<file path="src/rtl/sram_arbiter.sv">
// Two-master arbiter that routes instruction fetches and load/stores onto one SRAM-like channel.
// It allows one outstanding transaction and uses a bounded starvation counter that makes fetch win after too many data grants.
module sram_arbiter #(
    parameter int STARVE_LIMIT = 2
) (
    input  logic        clk,
    input  logic        reset,
    input  logic        inst_req,
    input  logic [31:0] inst_addr,
    output logic        inst_addr_ok,
    output logic        inst_data_ok,
    output logic [31:0] inst_rdata,
    input  logic        data_req,
    input  logic        data_wr,
    input  logic [3:0]  data_wstrb,
    input  logic [31:0] data_addr,
    input  logic [31:0] data_wdata,
    output logic        data_addr_ok,
    output logic        data_data_ok,
    output logic [31:0] data_rdata,
    output logic        mem_req,
    output logic        mem_wr,
    output logic [3:0]  mem_wstrb,
    output logic [31:0] mem_addr,
    output logic [31:0] mem_wdata,
    input  logic        mem_addr_ok,
    input  logic        mem_data_ok,
    input  logic [31:0] mem_rdata
);

    localparam int CW = (STARVE_LIMIT < 1) ? 1 : $clog2(STARVE_LIMIT + 1);
    localparam logic [CW-1:0] LIMIT = CW'(STARVE_LIMIT);

    typedef enum logic [1:0] {
        IDLE = 2'd0,
        REQ  = 2'd1,
        RESP = 2'd2
    } state_t;

    state_t        state_r;
    state_t        state_s;
    logic [CW-1:0] starve_r;
    logic          owner_data_r;
    logic          mem_wr_r;
    logic [3:0]    mem_wstrb_r;
    logic [31:0]   mem_addr_r;
    logic [31:0]   mem_wdata_r;
    logic          grant_inst_s;
    logic          grant_data_s;

    // Grant decision: data wins ties unless fetch has been starved up to the limit
    always_comb begin
        grant_inst_s = 1'b0;
        grant_data_s = 1'b0;
        if (state_r == IDLE && !reset) begin
            if (inst_req && (!data_req || starve_r == LIMIT)) begin
                grant_inst_s = 1'b1;
            end else if (data_req) begin
                grant_data_s = 1'b1;
            end else begin
                grant_inst_s = 1'b0;
            end
        end else begin
            grant_data_s = 1'b0;
        end
    end

    // State register
    always_ff @(posedge clk) begin
        if (reset) begin
            state_r <= IDLE;
        end else begin
            state_r <= state_s;
        end
    end

    // Next-state logic; acknowledges outside their own phase are ignored
    always_comb begin
        state_s = state_r;
        case (state_r)
            IDLE:    state_s = (grant_inst_s || grant_data_s) ? REQ : IDLE;
            REQ:     state_s = mem_addr_ok ? RESP : REQ;
            RESP:    state_s = mem_data_ok ? IDLE : RESP;
            default: state_s = IDLE;
        endcase
    end

    // Output decode: grants and responses are combinational pulses
    always_comb begin
        mem_req      = (state_r == REQ);
        inst_addr_ok = grant_inst_s;
        data_addr_ok = grant_data_s;
        inst_data_ok = 1'b0;
        data_data_ok = 1'b0;
        if (state_r == RESP && mem_data_ok && !reset) begin
            inst_data_ok = !owner_data_r;
            data_data_ok = owner_data_r;
        end else begin
            inst_data_ok = 1'b0;
        end
    end

    // Latch the winner's request fields so they stay stable through REQ
    always_ff @(posedge clk) begin
        if (reset) begin
            owner_data_r <= 1'b0;
            mem_wr_r     <= 1'b0;
            mem_wstrb_r  <= 4'h0;
            mem_addr_r   <= 32'h0;
            mem_wdata_r  <= 32'h0;
        end else if (grant_inst_s) begin
            owner_data_r <= 1'b0;
            mem_wr_r     <= 1'b0;
            mem_wstrb_r  <= 4'h0;
            mem_addr_r   <= inst_addr;
            mem_wdata_r  <= 32'h0;
        end else if (grant_data_s) begin
            owner_data_r <= 1'b1;
            mem_wr_r     <= data_wr;
            mem_wstrb_r  <= data_wstrb;
            mem_addr_r   <= data_addr;
            mem_wdata_r  <= data_wdata;
        end else begin
            owner_data_r <= owner_data_r;
        end
    end

    // Starvation counter: counts data grants taken over a waiting fetch, saturating
    always_ff @(posedge clk) begin
        if (reset) begin
            starve_r <= '0;
        end else if (grant_inst_s) begin
            starve_r <= '0;
        end else if (grant_data_s && inst_req) begin
            starve_r <= (starve_r == LIMIT) ? starve_r : starve_r + 1'b1;
        end else if (state_r == IDLE && !inst_req) begin
            starve_r <= '0;
        end else begin
            starve_r <= starve_r;
        end
    end

    assign mem_wr     = mem_wr_r;
    assign mem_wstrb  = mem_wstrb_r;
    assign mem_addr   = mem_addr_r;
    assign mem_wdata  = mem_wdata_r;
    assign inst_rdata = mem_rdata;
    assign data_rdata = mem_rdata;

endmodule

</file>
<file path="config.mk">
export PLATFORM = sky130hd
export DESIGN_NAME = sram_arbiter
export DESIGN_NICKNAME = d
export VERILOG_FILES = /design/src/rtl/sram_arbiter.sv
export SDC_FILE = /design/constraint.sdc
export NUM_CORES = 1
export LEC_CHECK = 0
export CAP_MARGIN = 10
export CELL_PAD_IN_SITES_DETAIL_PLACEMENT = 1
export CELL_PAD_IN_SITES_GLOBAL_PLACEMENT = 1
export CORE_ASPECT_RATIO = 0.5
export CORE_UTILIZATION = 38
export CTS_CLUSTER_SIZE = 28
export DETAILED_ROUTE_END_ITERATION = 10
export DONT_BUFFER_PORTS = 1
export PLACE_DENSITY = 0.83
export SYNTH_ARGS = -nofsm -noshare
export SYNTH_HDL_FRONTEND = slang
export SYNTH_SLANG_ARGS = --single-unit
</file>
<file path="constraint.sdc">
create_clock -name clk -period 1.5 [get_ports clk]
set_input_delay 0.15 -clock clk [delete_from_list [all_inputs] [get_ports clk]]
set_output_delay 0.15 -clock clk [all_outputs]
set_load 0.02 [all_outputs]
</file>
==> results.md <==
* **run status** finished, violations left
* **setup repair after global routing missed its margin** true
* **main area contributors after synthesis** dfxtp_1 43%, buf_4 14%, a221o_1 9.3%
* **worst setup path start** starve_r[0]
* **Die H** 69.3 µm
* **most prevalent standard cell on the critical path** buf_6
* **required time at the endpoint of the critical path** 1.76 ns
* **timing endpoint of the critical path** mem_wdata[29]
* **worst reg2reg endpoint** mem_wdata[29]
* **share of the clock period used by the worst path** 117%
* **buffers from clock root to sink, at most** 2
* **crit-path max FO** 6
* **library cell with the largest summed area after synthesis** dfxtp_1
* **post-route ant nets** 0
* **die outline width** 137 µm
* **power dissipated by switching net loads** 1790 µW
* **Internal Power** 4080 µW
* **measured slew at the worst slew-check pin** 0.471 ns
* **r2r worst-path depth** 9
* **maximum number of pins on one net before global-route repair** 41
* **ys flop type** dfxtp_1
* **synthesized netlist net count** 518
* **buffer and inverter count on the worst path** 5
* **number of filler instances in the final layout** 840
* **latest clock arrival within the worst-skew pair** 0.34 ns
* **r2r startpoint** starve_r[0]
* **area added between synthesis and finish** 59.0%
* **fraction of final layout cells with drive strength greater than 1** 48.2%
* **number of antenna violations at the first check in global routing** 0
* **number of vias per cell** 6.63
* **Max H-tree Level** 3
* **maximum vdd ir drop** 0.000899 V
* **post-layout min period** 1.76 ns
* **Critical Path Sink Type** register
* **total CTS buffers** 9
* **portion of synthesized cell area occupied by the leading cell type** 43.0%
* **number of antenna cells inserted** 0
* **register clock-pin slew on the reported worst setup and hold paths** 0.07 ns
* **sequential fraction of design power** 40.4%
* **Nets** 552
* **Power Dens Cells** 1070 mW/mm²
* **start-to-end type of the worst setup path** register to register
* **TritonRoute pass-1 iters** 5
* **count of flip-flops with a built-in enable after synthesis** 0
* **proportion of synthesized flip-flops having asynchronous set or reset** 0%
* **startpoint type of the worst setup path** register
* **global route total overflow** 0
* **crit-path leading delay family** buffers and inverters
* **violated checks** setup timing
* **last weighted congestion value of the routability-driven placer** 0.716
* **instance count on the critical path** 9
* **overall via count from detail_route** 3539
* **CTS sink count** 74
* **sequential share of the synthesized area** 43.0%
* **root buffer cell** clkbuf_16
* **syn_area_per_cell** 9.11 µm²
* **Slew Limit Headroom** 68.5%
* **count of different cell masters after synthesis** 33
* **timing-limited maximum frequency** 569 MHz
* **Final Hold Fails** 0
* **drt initial violations** 356
* **sequential cell area** 0.00149 mm²
* **setup TNS** -10.78 ns
* **clock power share** 40.7%
* **post-layout util** 62.6%
* **vias in the first global route** 3389
* **number of ports placed on the die boundary** 277
* **number of port buffers** 0
* **cell area after technology mapping** 0.00344 mm²
* **first-pass GRT wire length** 18700 µm
* **synthesized flop and latch total** 74
* **highest-delay cell along the critical path** dfxtp_4
* **worst path cell trace** inv_4, ha_4, buf_6, a21boi_4, buf_6, clkbuf_16, buf_12, nand3_4, a21oi_2
* **Yosys warning count** 0
* **cell leakage power** 0.00191 µW
* **number of violations of the max-capacitance limit** 0
* **portion of total power attributed to combinational logic** 18.9%
* **Setup Viol. Count Final** 76
* **slowest cell delay on critical path** 0.39 ns
* **Worst Clk Skew** 0.0192 ns
* **DP Wirelength** 7080 µm
* **drt total wl** 18200 µm
* **Pins Over Slew Limit** 0
* **endpoint arrival time on the critical path** 2.02 ns
* **Die ar.** 0.00947 mm²
* **worst slack, placed** -0.182 ns
* **detail-routed net length per standard cell** 34.1 µm
* **Tightest Hold Check Type** input port to register
* **final worst setup slack** -0.258 ns
* **core region area** 0.00874 mm²
* **area of the multi-input gates** 0.00214 mm²
* **synthesized netlist cell count** 378
* **aggregate global-route resource usage** 26.3%
* **switching part of the total power** 30.5%
* **DRC viols** 0
* **number of cell rows** 24
* **initial standard-cell utilization of the core** 39.4%
* **commonest non-fill, non-tap cells in the layout** 70 x dlygate4sd3_1, 70 x dfxtp_1, 37 x a21oi_2
* **FF-to-FF setup slack** -0.26 ns
* **power consumption** 5870 µW
* **TritonCTS clock tree** done
## layout make-up
type	count	share of cell area, %
clock buffers	9	4.12
clock inverters	7	1.72
inverters	1	0.114
multi-input cells	211	39.0
flip-flops and latches	74	27.3
well taps	117	2.68
repair buffers	115	25.0
## metrics by stage
stage          area (µm²)  cells  hold slack, ns
4_1_cts              4330    508         0.00654
3_5_place_dp         3170    412           0.227
2_1_floorplan        3470    378           0.222
6_report             5470    534          0.0109
3_3_place_gp         3170    412           0.224
5_1_grt              5470    534          0.0334
## logic make-up after synthesis
| group | after synthesis | share of synthesized area [%] |
|---|---|---|
| adder cells (fa/ha/maj) | 1 | 0.363 |
| AND/OR/NAND/NOR | 88 | 15.0 |
| buffers and inverters | 98 | 19.0 |
| AO/OA/AOI/OAI | 117 | 22.6 |
| flip-flops | 74 | 43.0 |
## what timing repair did
action / 4_1_cts / 5_1_grt
hold buffers: 70 / 0
setup buffers: 9 / 11
setup endpoints to repair: 76 / 76
gates cloned: 1 / 15
hold endpoints to repair: 71 / 0
gates resized for setup: 16 / 190
pin swaps: 10 / 75
## cells in the mapped netlist (2+ instances only)
library cell and instances:
o211ai_1 2, a21oi_1 40, o21ai_0 34, clkbuf_2 2
or3_1 3, buf_6 4, buf_4 64, buf_2 11
clkbuf_1 16, o21ai_1 3, dfxtp_1 74, a221o_1 32
nand3_1 37, nor2_1 5, and3_1 33
## flip-flops by register name, indices dropped and copies added (netlist names)
register      cells
mem_addr         32
mem_wdata        32
mem_wr            1
mem_wstrb         4
owner_data_r      1
starve_r          2
state_r           2
## per-layer routing
| layer | GRT usage, % | share of wire (%) | vias up |
|---|---|---|---|
| met4 | 18.4 | 4.3 | 0 |
| met1 | 24.0 | 39 | 1795 |
| met3 | 7.75 | 9.1 | 80 |
| met5 | 0 | 0 | - |
| met2 | 49.6 | 48 | 252 |
| li1 | - | - | 1412 |
## worst reg2reg max path: stages, from the launching register on
cell and delay (ns):
dfxtp_4 0.39, inv_4 0.06, ha_4 0.19, buf_6 0.12, a21boi_4 0.17, buf_6 0.20
clkbuf_16 0.18, buf_12 0.12, nand3_4 0.07, a21oi_2 0.18
## power by group through the flow
| stage | clock network, µW | logic (µW) | registers, µW |
|---|---|---|---|
| 4_1_cts | 2340 | 665 | 2340 |
| 5_1_grt | 2490 | 1140 | 2370 |
| 3_5_place_dp | 0 | 470 | 2390 |
| 3_3_place_gp | 0 | 438 | 2380 |
| 6_report | 2390 | 1110 | 2370 |
| 2_1_floorplan | 0 | 597 | 2350 |
## worst min path at each step
stage                      end   startpoint  cells after the start  slack (ns)
detailed placement  state_r[1]        reset                      1        0.23
finish              state_r[0]  mem_addr_ok                      2        0.01
floorplan           state_r[1]        reset                      1        0.22
global placement    state_r[1]        reset                      1        0.22
CTS                 state_r[1]  mem_data_ok                      2       0.007
global route        state_r[0]  mem_addr_ok                      2        0.03
(Power assumes the default switching activity.)
